[src/rtl/regfile_ctrl_pkg.sv]
// Shared types and defaults for the register-file writeback control slice.
package regfile_ctrl_pkg;

    localparam int unsigned REG_IDX_W        = 5;
    localparam int unsigned DEFAULT_NUM_REG  = 32;
    localparam int unsigned DEFAULT_DATA_W   = 32;
    localparam int unsigned DEFAULT_MAX_WAIT = 3;

    typedef logic [REG_IDX_W-1:0] reg_idx_t;

    typedef enum logic {
        PRIO_A = 1'b0,
        PRIO_B = 1'b1
    } arb_state_e;

    // x0 is hardwired to zero: never written, never tracked as busy.
    function automatic logic is_x0(input reg_idx_t r);
        return (r == '0);
    endfunction

endpackage

[src/rtl/regfile_wb_arbiter_if.sv]
// Writeback request handshakes (ALU = A, load/CSR = B) and the register file write port.
interface regfile_wb_arbiter_if #(
    parameter int unsigned DATA_W = 32
);
    import regfile_ctrl_pkg::*;

    logic              a_valid;
    logic              a_ready;
    reg_idx_t          a_reg;
    logic [DATA_W-1:0] a_data;

    logic              b_valid;
    logic              b_ready;
    reg_idx_t          b_reg;
    logic [DATA_W-1:0] b_data;

    logic              rf_write_en;
    reg_idx_t          rf_write_reg;
    logic [DATA_W-1:0] rf_write_data;

    // Requester / register-file side.
    modport master (
        output a_valid, a_reg, a_data,
        output b_valid, b_reg, b_data,
        input  a_ready, b_ready,
        input  rf_write_en, rf_write_reg, rf_write_data
    );

    // Arbiter side.
    modport slave (
        input  a_valid, a_reg, a_data,
        input  b_valid, b_reg, b_data,
        output a_ready, b_ready,
        output rf_write_en, rf_write_reg, rf_write_data
    );

endinterface

[src/rtl/rf_scoreboard.sv]
// Busy-register scoreboard: decode claims destinations, granted writebacks release them.
module rf_scoreboard
    import regfile_ctrl_pkg::*;
#(
    parameter int unsigned NUM_REG = DEFAULT_NUM_REG
) (
    input  logic               clk,
    input  logic               reset,
    input  logic               claim_en,
    input  reg_idx_t           claim_reg,
    input  logic               clr_en,
    input  reg_idx_t           clr_reg,
    input  reg_idx_t           chk_rs1,
    input  reg_idx_t           chk_rs2,
    input  reg_idx_t           chk_rd,
    output logic               hazard,
    output logic [NUM_REG-1:0] busy_mask,
    output logic               claim_err
);

    logic [NUM_REG-1:0] busy_q, busy_d;
    logic               claim_err_q, claim_err_d;
    logic               claim_live;

    // Next scoreboard: clear first so a same-edge claim of the same register wins.
    always_comb begin
        busy_d      = busy_q;
        claim_err_d = claim_err_q;
        claim_live  = claim_en && !is_x0(claim_reg);
        if (clr_en && !is_x0(clr_reg)) begin
            busy_d[clr_reg] = 1'b0;
        end
        if (claim_live) begin
            busy_d[claim_reg] = 1'b1;
            if (busy_q[claim_reg]) begin
                claim_err_d = 1'b1;
            end
        end
        busy_d[0] = 1'b0;
    end

    // Scoreboard and sticky error state.
    always_ff @(posedge clk) begin
        if (reset) begin
            busy_q      <= '0;
            claim_err_q <= 1'b0;
        end else begin
            busy_q      <= busy_d;
            claim_err_q <= claim_err_d;
        end
    end

    // Hazard lookup against the current (registered) scoreboard.
    always_comb begin
        hazard = busy_q[chk_rs1] | busy_q[chk_rs2] | busy_q[chk_rd];
    end

    assign busy_mask = busy_q;
    assign claim_err = claim_err_q;

endmodule

[src/rtl/regfile_wb_arbiter.sv]
// Arbitrates the single register-file write port between ALU (A) and load/CSR (B) writebacks.
module regfile_wb_arbiter
    import regfile_ctrl_pkg::*;
#(
    parameter int unsigned NUM_REG  = DEFAULT_NUM_REG,
    parameter int unsigned DATA_W   = DEFAULT_DATA_W,
    parameter int unsigned MAX_WAIT = DEFAULT_MAX_WAIT
) (
    input  logic                 clk,
    input  logic                 reset,
    regfile_wb_arbiter_if.slave  wb,
    input  logic                 claim_en,
    input  reg_idx_t             claim_reg,
    input  reg_idx_t             chk_rs1,
    input  reg_idx_t             chk_rs2,
    input  reg_idx_t             chk_rd,
    output logic                 hazard,
    output logic [NUM_REG-1:0]   busy_mask,
    output logic                 claim_err
);

    localparam int unsigned WAIT_W = (MAX_WAIT > 0) ? $clog2(MAX_WAIT + 1) : 1;

    arb_state_e        state_q, state_d;
    logic [WAIT_W-1:0] wait_cnt_q, wait_cnt_d;

    logic              a_gnt, b_gnt, xfer;
    reg_idx_t          win_reg;
    logic [DATA_W-1:0] win_data;

    logic              rf_write_en_q, rf_write_en_d;
    reg_idx_t          rf_write_reg_q, rf_write_reg_d;
    logic [DATA_W-1:0] rf_write_data_q, rf_write_data_d;

    // Grant selection, B wait counter and priority FSM next state.
    always_comb begin
        a_gnt      = 1'b0;
        b_gnt      = 1'b0;
        state_d    = state_q;
        wait_cnt_d = wait_cnt_q;

        if (!reset) begin
            case (state_q)
                PRIO_A: begin
                    a_gnt = wb.a_valid;
                    b_gnt = !wb.a_valid && wb.b_valid;
                end
                PRIO_B: begin
                    b_gnt = wb.b_valid;
                    a_gnt = !wb.b_valid && wb.a_valid;
                end
                default: begin
                    a_gnt = 1'b0;
                    b_gnt = 1'b0;
                end
            endcase
        end

        if (!wb.b_valid || b_gnt) begin
            wait_cnt_d = '0;
        end else if (wait_cnt_q < WAIT_W'(MAX_WAIT)) begin
            wait_cnt_d = wait_cnt_q + WAIT_W'(1);
        end

        // Flip to B priority on the same edge the counter reaches its limit,
        // so B wins on the very next cycle.
        case (state_q)
            PRIO_A: begin
                if (wait_cnt_d == WAIT_W'(MAX_WAIT)) begin
                    state_d = PRIO_B;
                end
            end
            PRIO_B: begin
                if (b_gnt || !wb.b_valid) begin
                    state_d = PRIO_A;
                end
            end
            default: state_d = PRIO_A;
        endcase
    end

    // Winner mux and next value of the registered write port.
    always_comb begin
        xfer     = a_gnt || b_gnt;
        win_reg  = b_gnt ? wb.b_reg  : wb.a_reg;
        win_data = b_gnt ? wb.b_data : wb.a_data;

        rf_write_en_d   = xfer && !is_x0(win_reg);
        rf_write_reg_d  = rf_write_reg_q;
        rf_write_data_d = rf_write_data_q;
        if (xfer) begin
            rf_write_reg_d  = win_reg;
            rf_write_data_d = win_data;
        end
    end

    // FSM, wait counter and output stage registers.
    always_ff @(posedge clk) begin
        if (reset) begin
            state_q         <= PRIO_A;
            wait_cnt_q      <= '0;
            rf_write_en_q   <= 1'b0;
            rf_write_reg_q  <= '0;
            rf_write_data_q <= '0;
        end else begin
            state_q         <= state_d;
            wait_cnt_q      <= wait_cnt_d;
            rf_write_en_q   <= rf_write_en_d;
            rf_write_reg_q  <= rf_write_reg_d;
            rf_write_data_q <= rf_write_data_d;
        end
    end

    assign wb.a_ready       = a_gnt;
    assign wb.b_ready       = b_gnt;
    assign wb.rf_write_en   = rf_write_en_q;
    assign wb.rf_write_reg  = rf_write_reg_q;
    assign wb.rf_write_data = rf_write_data_q;

    rf_scoreboard #(
        .NUM_REG (NUM_REG)
    ) u_scoreboard (
        .clk       (clk),
        .reset     (reset),
        .claim_en  (claim_en),
        .claim_reg (claim_reg),
        .clr_en    (rf_write_en_d),
        .clr_reg   (win_reg),
        .chk_rs1   (chk_rs1),
        .chk_rs2   (chk_rs2),
        .chk_rd    (chk_rd),
        .hazard    (hazard),
        .busy_mask (busy_mask),
        .claim_err (claim_err)
    );

endmodule

[src/flat_wrapper.sv]
// flat-port wrapper written by rule: the top's interface ports become plain ports
module regfile_wb_arbiter_flat import regfile_ctrl_pkg::*;
#(
    parameter int unsigned NUM_REG  = DEFAULT_NUM_REG,
    parameter int unsigned DATA_W   = DEFAULT_DATA_W,
    parameter int unsigned MAX_WAIT = DEFAULT_MAX_WAIT
)
  (clk, reset, claim_en, claim_reg, chk_rs1, chk_rs2, chk_rd, hazard, busy_mask, claim_err, wb_a_valid, wb_a_reg, wb_a_data, wb_b_valid, wb_b_reg, wb_b_data, wb_a_ready, wb_b_ready, wb_rf_write_en, wb_rf_write_reg, wb_rf_write_data);
  regfile_wb_arbiter_if #(.DATA_W(DATA_W)) wb_i ();
  input  logic clk;
  input  logic reset;
  input  logic claim_en;
  input  reg_idx_t claim_reg;
  input  reg_idx_t chk_rs1;
  input  reg_idx_t chk_rs2;
  input  reg_idx_t chk_rd;
  output logic hazard;
  output logic [NUM_REG-1:0] busy_mask;
  output logic claim_err;
  input wire logic [$bits(wb_i.a_valid)-1:0] wb_a_valid;
  input wire logic [$bits(wb_i.a_reg)-1:0] wb_a_reg;
  input wire logic [$bits(wb_i.a_data)-1:0] wb_a_data;
  input wire logic [$bits(wb_i.b_valid)-1:0] wb_b_valid;
  input wire logic [$bits(wb_i.b_reg)-1:0] wb_b_reg;
  input wire logic [$bits(wb_i.b_data)-1:0] wb_b_data;
  output wire logic [$bits(wb_i.a_ready)-1:0] wb_a_ready;
  output wire logic [$bits(wb_i.b_ready)-1:0] wb_b_ready;
  output wire logic [$bits(wb_i.rf_write_en)-1:0] wb_rf_write_en;
  output wire logic [$bits(wb_i.rf_write_reg)-1:0] wb_rf_write_reg;
  output wire logic [$bits(wb_i.rf_write_data)-1:0] wb_rf_write_data;
  assign wb_i.a_valid = wb_a_valid;
  assign wb_i.a_reg = wb_a_reg;
  assign wb_i.a_data = wb_a_data;
  assign wb_i.b_valid = wb_b_valid;
  assign wb_i.b_reg = wb_b_reg;
  assign wb_i.b_data = wb_b_data;
  assign wb_a_ready = wb_i.a_ready;
  assign wb_b_ready = wb_i.b_ready;
  assign wb_rf_write_en = wb_i.rf_write_en;
  assign wb_rf_write_reg = wb_i.rf_write_reg;
  assign wb_rf_write_data = wb_i.rf_write_data;
  regfile_wb_arbiter #(.NUM_REG(NUM_REG), .DATA_W(DATA_W), .MAX_WAIT(MAX_WAIT)) u_core (.clk(clk), .reset(reset), .wb(wb_i), .claim_en(claim_en), .claim_reg(claim_reg), .chk_rs1(chk_rs1), .chk_rs2(chk_rs2), .chk_rd(chk_rd), .hazard(hazard), .busy_mask(busy_mask), .claim_err(claim_err));
endmodule
[config.mk]
export PLATFORM = sky130hd
export DESIGN_NAME = regfile_wb_arbiter_flat
export DESIGN_NICKNAME = d
export VERILOG_FILES = /design/src/rtl/regfile_ctrl_pkg.sv /design/src/rtl/regfile_wb_arbiter_if.sv /design/src/rtl/rf_scoreboard.sv /design/src/rtl/regfile_wb_arbiter.sv /design/src/flat_wrapper.sv
export SDC_FILE = /design/constraint.sdc
export NUM_CORES = 1
export LEC_CHECK = 0
export ABC_AREA = 0
export BUFFER_PORTS_ARGS = -buffer_cell sky130_fd_sc_hd__buf_4
export CORE_ASPECT_RATIO = 0.8
export CORE_MARGIN = 8
export CORE_UTILIZATION = 48
export CTS_CLUSTER_DIAMETER = 60
export DETAILED_ROUTE_END_ITERATION = 7
export GPL_TIMING_DRIVEN = 0
export HOLD_SLACK_MARGIN = 0.15
export PLACE_DENSITY = 0.82
export SYNTH_ARGS = -nofsm -noshare
export SYNTH_HDL_FRONTEND = slang
export SYNTH_SLANG_ARGS = --single-unit
[constraint.sdc]
create_clock -name clk -period 2.3 [get_ports clk]
set_clock_uncertainty 0.1 [all_clocks]
set_input_delay 0 -clock clk [delete_from_list [all_inputs] [get_ports clk]]
set_output_delay 0 -clock clk [all_outputs]
set_load 0.01 [all_outputs]
==> flow_summary.yaml, run 1 <==
clocking:
  cts_max_path_buffers: 2
  cts_root_buf: "clkbuf_16"
  clk_latency_ns: 0.33
  numCtsBuffers: 9
  htreeDepth: 3
  tritoncts: "done"
  cts.reportedPaths.clkPinSlew_ns: 0.06
  clock_sinks: 73
routing:
  detail_route.vias_per_cell: 6.61
  drt_wl_total_um: 21200
  drtIter0Drc: 910
  antenna_left: 0
  drtPass1Iterations: 6
  wire_per_inst_um: 23.5
  route.detailed.drc: 0
  num_vias: 5972
status:
  violations: "setup timing"
  outcome: "finished with violations"
setup_path:
  worstSetupEndpointType: "register"
  crit_fanout: 10
  required_ns: 2.40
  startpoint_type: "register"
  arrival_ns: 2.48
  criticalPathCategory: "reg2reg"
synth:
  yosysWarnings: 0
  synth_common_cells: "nand2_1, dfxtp_1, nor2_1, a21oi_1, a311oi_1"
  yosysSeqAreaShare_pct: 33.1
  synth_seq_cells: 73
  syn_inst: 521
  mappedNetlistNets: 620
  post-synth-top-count-cell: "nand2_1"
  async_flop_share_pct: 0
  synth_enable_flop_cells: 0
  synth.distinct_cells: 51
  synth_top_area_share_pct: 33.1
  syn_avg_cell_area_um2: 8.47
  synth_ff_type: "dfxtp_1"
  syn_area_um2: 4410
  synth_area_leaders: "dfxtp_1, nand2_1, mux4_2"
  yosys.area.top_type: "dfxtp_1"
grt:
  grt_max_degree: 14
  grt_pass1_vias: 6078
  grt_pass1_wl_um: 31500
  grt_overflow: 0
  grt_use_total_pct: 32.1
  antenna_found_initial: 0
timing:
  hold_slack_ns: 0.173
  worstMarginPinSlew_ns: 0.919
  maxSlewViolCount: 0
  fmax_ghz: 0.420
  fin_ws_ns: -0.0825
  tns_ns: -0.0827
  fin_crit_sh_pct: 104
  max-slew-margin-rel_pct: 38.3
  min_period_ns: 2.38
  hold_viol_final: 0
  setup_violations: 2
power_and_ir_drop:
  ir_worst_vdd_uv: 472
  power.density_nw_per_um2: 545
  leakage_nw: 2.93
die:
  coreArea_um2: 9000
  die_x_um: 123
  start_util_pct: 49.0
  num_rows: 31
  fp.dieH_um: 102
  dieArea_um2: 12500
  pin_count: 173
placed_design:
  dp_hpwl_um: 12600
  dp_cells: 799
  routabilityCongestion: 0.895
  io_buffers: 163
  placed_area_um2: 5780
layout:
  nNetsFinal: 882
  final_cell_area_um2: 7040
  largest_reg_flops: 32
  area_growth_pct: 59.4
  drive_above_1_share_pct: 30.8
  final_cells: 903
  n_antenna_cell: 0
hold_path:
  min-delay-path-class: "in2reg"
job:
  drv_cap: 0
==> worst paths after layout <==
kind,from,endpoint,slack [ns],depth (start not counted)
setup / recovery,u_core.state_q,u_core.u_scoreboard.busy_mask[28],-0.08,7
hold / removal,claim_reg[0],u_core.u_scoreboard.claim_err,0.17,4
setup reg to reg,u_core.state_q,u_core.u_scoreboard.busy_mask[28],-0.08,7
hold reg to reg,u_core.wait_cnt_q[0],u_core.wait_cnt_q[0],0.37,1
==> worst max-delay path, stage by stage (launching register included) <==
cell	delay, ns
dfxtp_1	0.40
nand2b_4	0.20
nand2_8	0.10
buf_4	0.17
mux2i_2	0.24
buf_2	0.26
o41ai_1	0.62
a21oi_1	0.15
==> where the power goes <==
part	internal [W]	switching (W)	total [W]
sequential	0.00133	0.0000517	0.00138
combinational	0.000434	0.000458	0.000891
clock	0.000981	0.000580	0.00156
==> area by class of cell <==
| cell class | instances | area, um2 |
|---|---|---|
| Buffer | 45 | 220 |
| Clock buffer | 10 | 239 |
| Clock inverter | 6 | 91.3 |
| Fill cell | 534 | 1960 |
| Inverter | 7 | 28.8 |
| Multi-Input combinational cell | 396 | 2750 |
| Sequential cell | 73 | 1460 |
| Tap cell | 115 | 144 |
| Timing Repair Buffer | 251 | 2100 |
==> what timing repair did <==
item                       4_1_cts  5_1_grt
hold endpoints to repair        69        2
gates resized for setup          1       13
setup endpoints to repair        1       26
pin swaps                        0        2
setup buffers                    0        2
hold buffers                    86        2
==> placed cells by master (no fill, tap or decap), types with 12 or more instances in the layout <==
master,count
clkbuf_1,22
buf_2,12
nor2_1,51
mux4_2,17
dfxtp_1,73
a311oi_1,31
o41ai_1,30
mux2i_1,23
dlygate4sd3_1,86
a21oi_1,38
buf_4,168
nand2_1,111
==> cell families after synthesis <==
family / Yosys count / synth area share [%]
AO/OA/AOI/OAI: 135 / 22.8
AND/OR/NAND/NOR: 205 / 20.7
other: 1 / 0.0850
flip-flops: 73 / 33.1
buffers and inverters: 52 / 5.44
multiplexers: 55 / 17.9
==> stage by stage <==
step / utilization, % / setup slack, ns / power [W]
after global placement: 64.2 / 0.109 / 0.00206
after CTS: 77.5 / 0.0293 / 0.00373
final: 78.2 / -0.0825 / 0.00383
after global routing: 78.2 / -0.0978 / 0.00392
after floorplan: - / 0.390 / 0.00174
after detailed placement: 64.2 / 0.0491 / 0.00208
==> layer usage <==
| layer | vias to the layer above | part of all wire (%) | GRT usage (%) |
|---|---|---|---|
| met4 | 0 | 6.4 | 20.9 |
| met1 | 2765 | 34 | 35.8 |
| met3 | 159 | 12 | 9.30 |
| met5 | - | 0 | 0 |
| li1 | 2474 | - | - |
| met2 | 574 | 47 | 52.8 |
No activity file was read; power rests on OpenSTA's default activity.
==> run 2, diff against run 1 <==
--- a/config.mk
+++ b/config.mk
@@ -18,3 +18,4 @@
 export SYNTH_ARGS = -nofsm -noshare
 export SYNTH_HDL_FRONTEND = slang
 export SYNTH_SLANG_ARGS = --single-unit
+export TNS_END_PERCENT = 50
==> run 2 against run 1 <==
The flow now finishes without violations. Final cell count increased by 0.11%. Die area unchanged. Global-route usage unchanged. Worst setup slack improved by 0.088 ns. Utilization increased by 0.14 points. Sequential share of layout area about the same. Wire length increased by 0.49%. Critical path type unchanged. Largest power group unchanged.
==> flow_summary.yaml, run 2 (synthesized netlist as in run 1, its figures left out) <==
setup_path:
  arrival_ns: 2.48
  slowest_stage: "dlygate4sd3_1"
  reg2reg_to: "u_core.wb.rf_write_data[6]"
  max_stage_delay_ns: 0.60
  worstSetupEndpointType: "register"
  path_depth: 8
  cp_top_family: "buffers and inverters"
  reg2reg_depth: 8
  required_ns: 2.49
  r2r_slack_ns: 0.005
  worstPathCellList: "nand2b_4 > nand2_8 > inv_4 > buf_6 > buf_6 > nand2_1 > a311oi_2 > dlygate4sd3_1"
  r2r_start: "u_core.state_q"
  crit_fanout: 10
  crit_top_cell: "buf_6"
  criticalPathCategory: "reg2reg"
  startpoint_type: "register"
  path_buf_inv: 4
timing:
  setup_violations: 0
  fmax_ghz: 0.436
  fin_crit_sh_pct: 99.8
  min_period_ns: 2.29
  worstMarginPinSlew_ns: 0.911
  max-slew-margin-rel_pct: 38.9
  fin_ws_ns: 0.00537
  hold_viol_final: 0
  maxSlewViolCount: 0
clocking:
  cts_max_path_buffers: 2
  cts_root_buf: "clkbuf_16"
  tritoncts: "done"
  htreeDepth: 3
  clock_sinks: 73
  cts.reportedPaths.clkPinSlew_ns: 0.07
  numCtsBuffers: 9
  clk_latency_ns: 0.34
hold_path:
  holdPathStages: 4
  worstHoldStart: "claim_reg[0]"
  min-delay-path-class: "in2reg"
  whs_endpoint: "u_core.u_scoreboard.claim_err"
placed_design:
  dp_hpwl_um: 12600
  post-place-ws_ns: 0.0491
  io_buffers: 163
  dp_cells: 799
  routabilityCongestion: 0.895
grt:
  grt_pass1_wl_um: 31500
  grt_max_degree: 14
  grt_use_total_pct: 32.1
  grt_pass1_vias: 6078
  grt_overflow: 0
  antenna_found_initial: 0
die:
  coreArea_um2: 9000
  fp.dieH_um: 102
  pin_count: 173
  die_x_um: 123
  num_rows: 31
  start_util_pct: 49.0
  dieArea_um2: 12500
layout:
  area_growth_pct: 59.7
  n_antenna_cell: 0
  nNetsFinal: 883
  layout_common_cells: "buf_4, nand2_1, dlygate4sd3_1"
  largest_reg_flops: 32
  layout_commonest_cell: "buf_4"
  drive_above_1_share_pct: 30.8
  final_cells: 904
routing:
  wire_per_inst_um: 23.6
  route.detailed.drc: 0
  drtPass1Iterations: 6
  drt_wl_total_um: 21300
  antenna_left: 0
  detail_route.vias_per_cell: 6.54
  num_vias: 5916
  drtIter0Drc: 784
power_and_ir_drop:
  power.density_nw_per_um2: 545
  ir_worst_vdd_uv: 475
  leakage_nw: 2.95
  finalPower_w: 0.00384
status:
  outcome: "finished, final reports clean"
job:
  drv_cap: 0
==> run 2: cell types whose count changed in the layout (fill, tap and decap cells not counted) <==
cell            change
dlymetal6s4s_1      +1
==> run 2: worst max path at each step <==
stage	endpoint	startpoint
floorplan	u_core.u_scoreboard.busy_mask[6]	u_core.state_q
finish	u_core.wb.rf_write_data[6]	u_core.state_q
CTS	u_core.u_scoreboard.busy_mask[27]	u_core.state_q
global route	u_core.wb.rf_write_data[6]	u_core.state_q
detailed placement	u_core.u_scoreboard.busy_mask[23]	u_core.state_q
global placement	u_core.u_scoreboard.busy_mask[23]	u_core.state_q
==> run 2: report_power, final <==
part           leakage, nW  switching [W]  internal (W)
clock                0.151       0.000584      0.000981
sequential           0.598      0.0000511       0.00133
combinational         2.20       0.000461      0.000436
total                 2.95        0.00110       0.00274
==> run 2: metal layers <==
layer | vias to the layer above | track usage [%] | share of wire, %
met5 | - | 0 | 0
met2 | 534 | 52.8 | 47
met3 | 147 | 9.30 | 13
li1 | 2481 | - | -
met4 | 0 | 20.9 | 6.2
met1 | 2754 | 35.8 | 34
==> run 2: final cells by class <==
| cell class | count | area, um2 |
|---|---|---|
| Multi-Input combinational cell | 396 | 2750 |
| Buffer | 45 | 220 |
| Tap cell | 115 | 144 |
| Sequential cell | 73 | 1460 |
| Clock inverter | 6 | 91.3 |
| Fill cell | 532 | 1950 |
| Timing Repair Buffer | 252 | 2110 |
| Clock buffer | 10 | 239 |
| Inverter | 7 | 28.8 |
==> run 2: worst reg2reg max path, delay by kind of cell (launching register included) <==
kind	cells	cell delay, ns
buffers and inverters	4	1.04
flip-flops	1	0.40
AND/OR/NAND/NOR	3	0.40
AO/OA/AOI/OAI	1	0.32
==> run 2: repair_timing <==
item,4_1_cts,5_1_grt
gates resized for setup,1,14
setup buffers,0,2
pin swaps,0,2
hold buffers,86,2
endpoints found under the hold margin,69,2
endpoints found under the setup margin,1,26
==> run 2: metrics by stage <==
step	hold WS [ns]	setup TNS, ns	util [%]	area, um2
floorplan	-0.0225	0	-	4410
global placement	0.177	0	64.2	5780
detailed placement	0.182	0	64.2	5780
CTS	0.159	0	77.5	6980
global route	0.209	-0.0749	78.3	7050
finish	0.167	0	78.3	7050
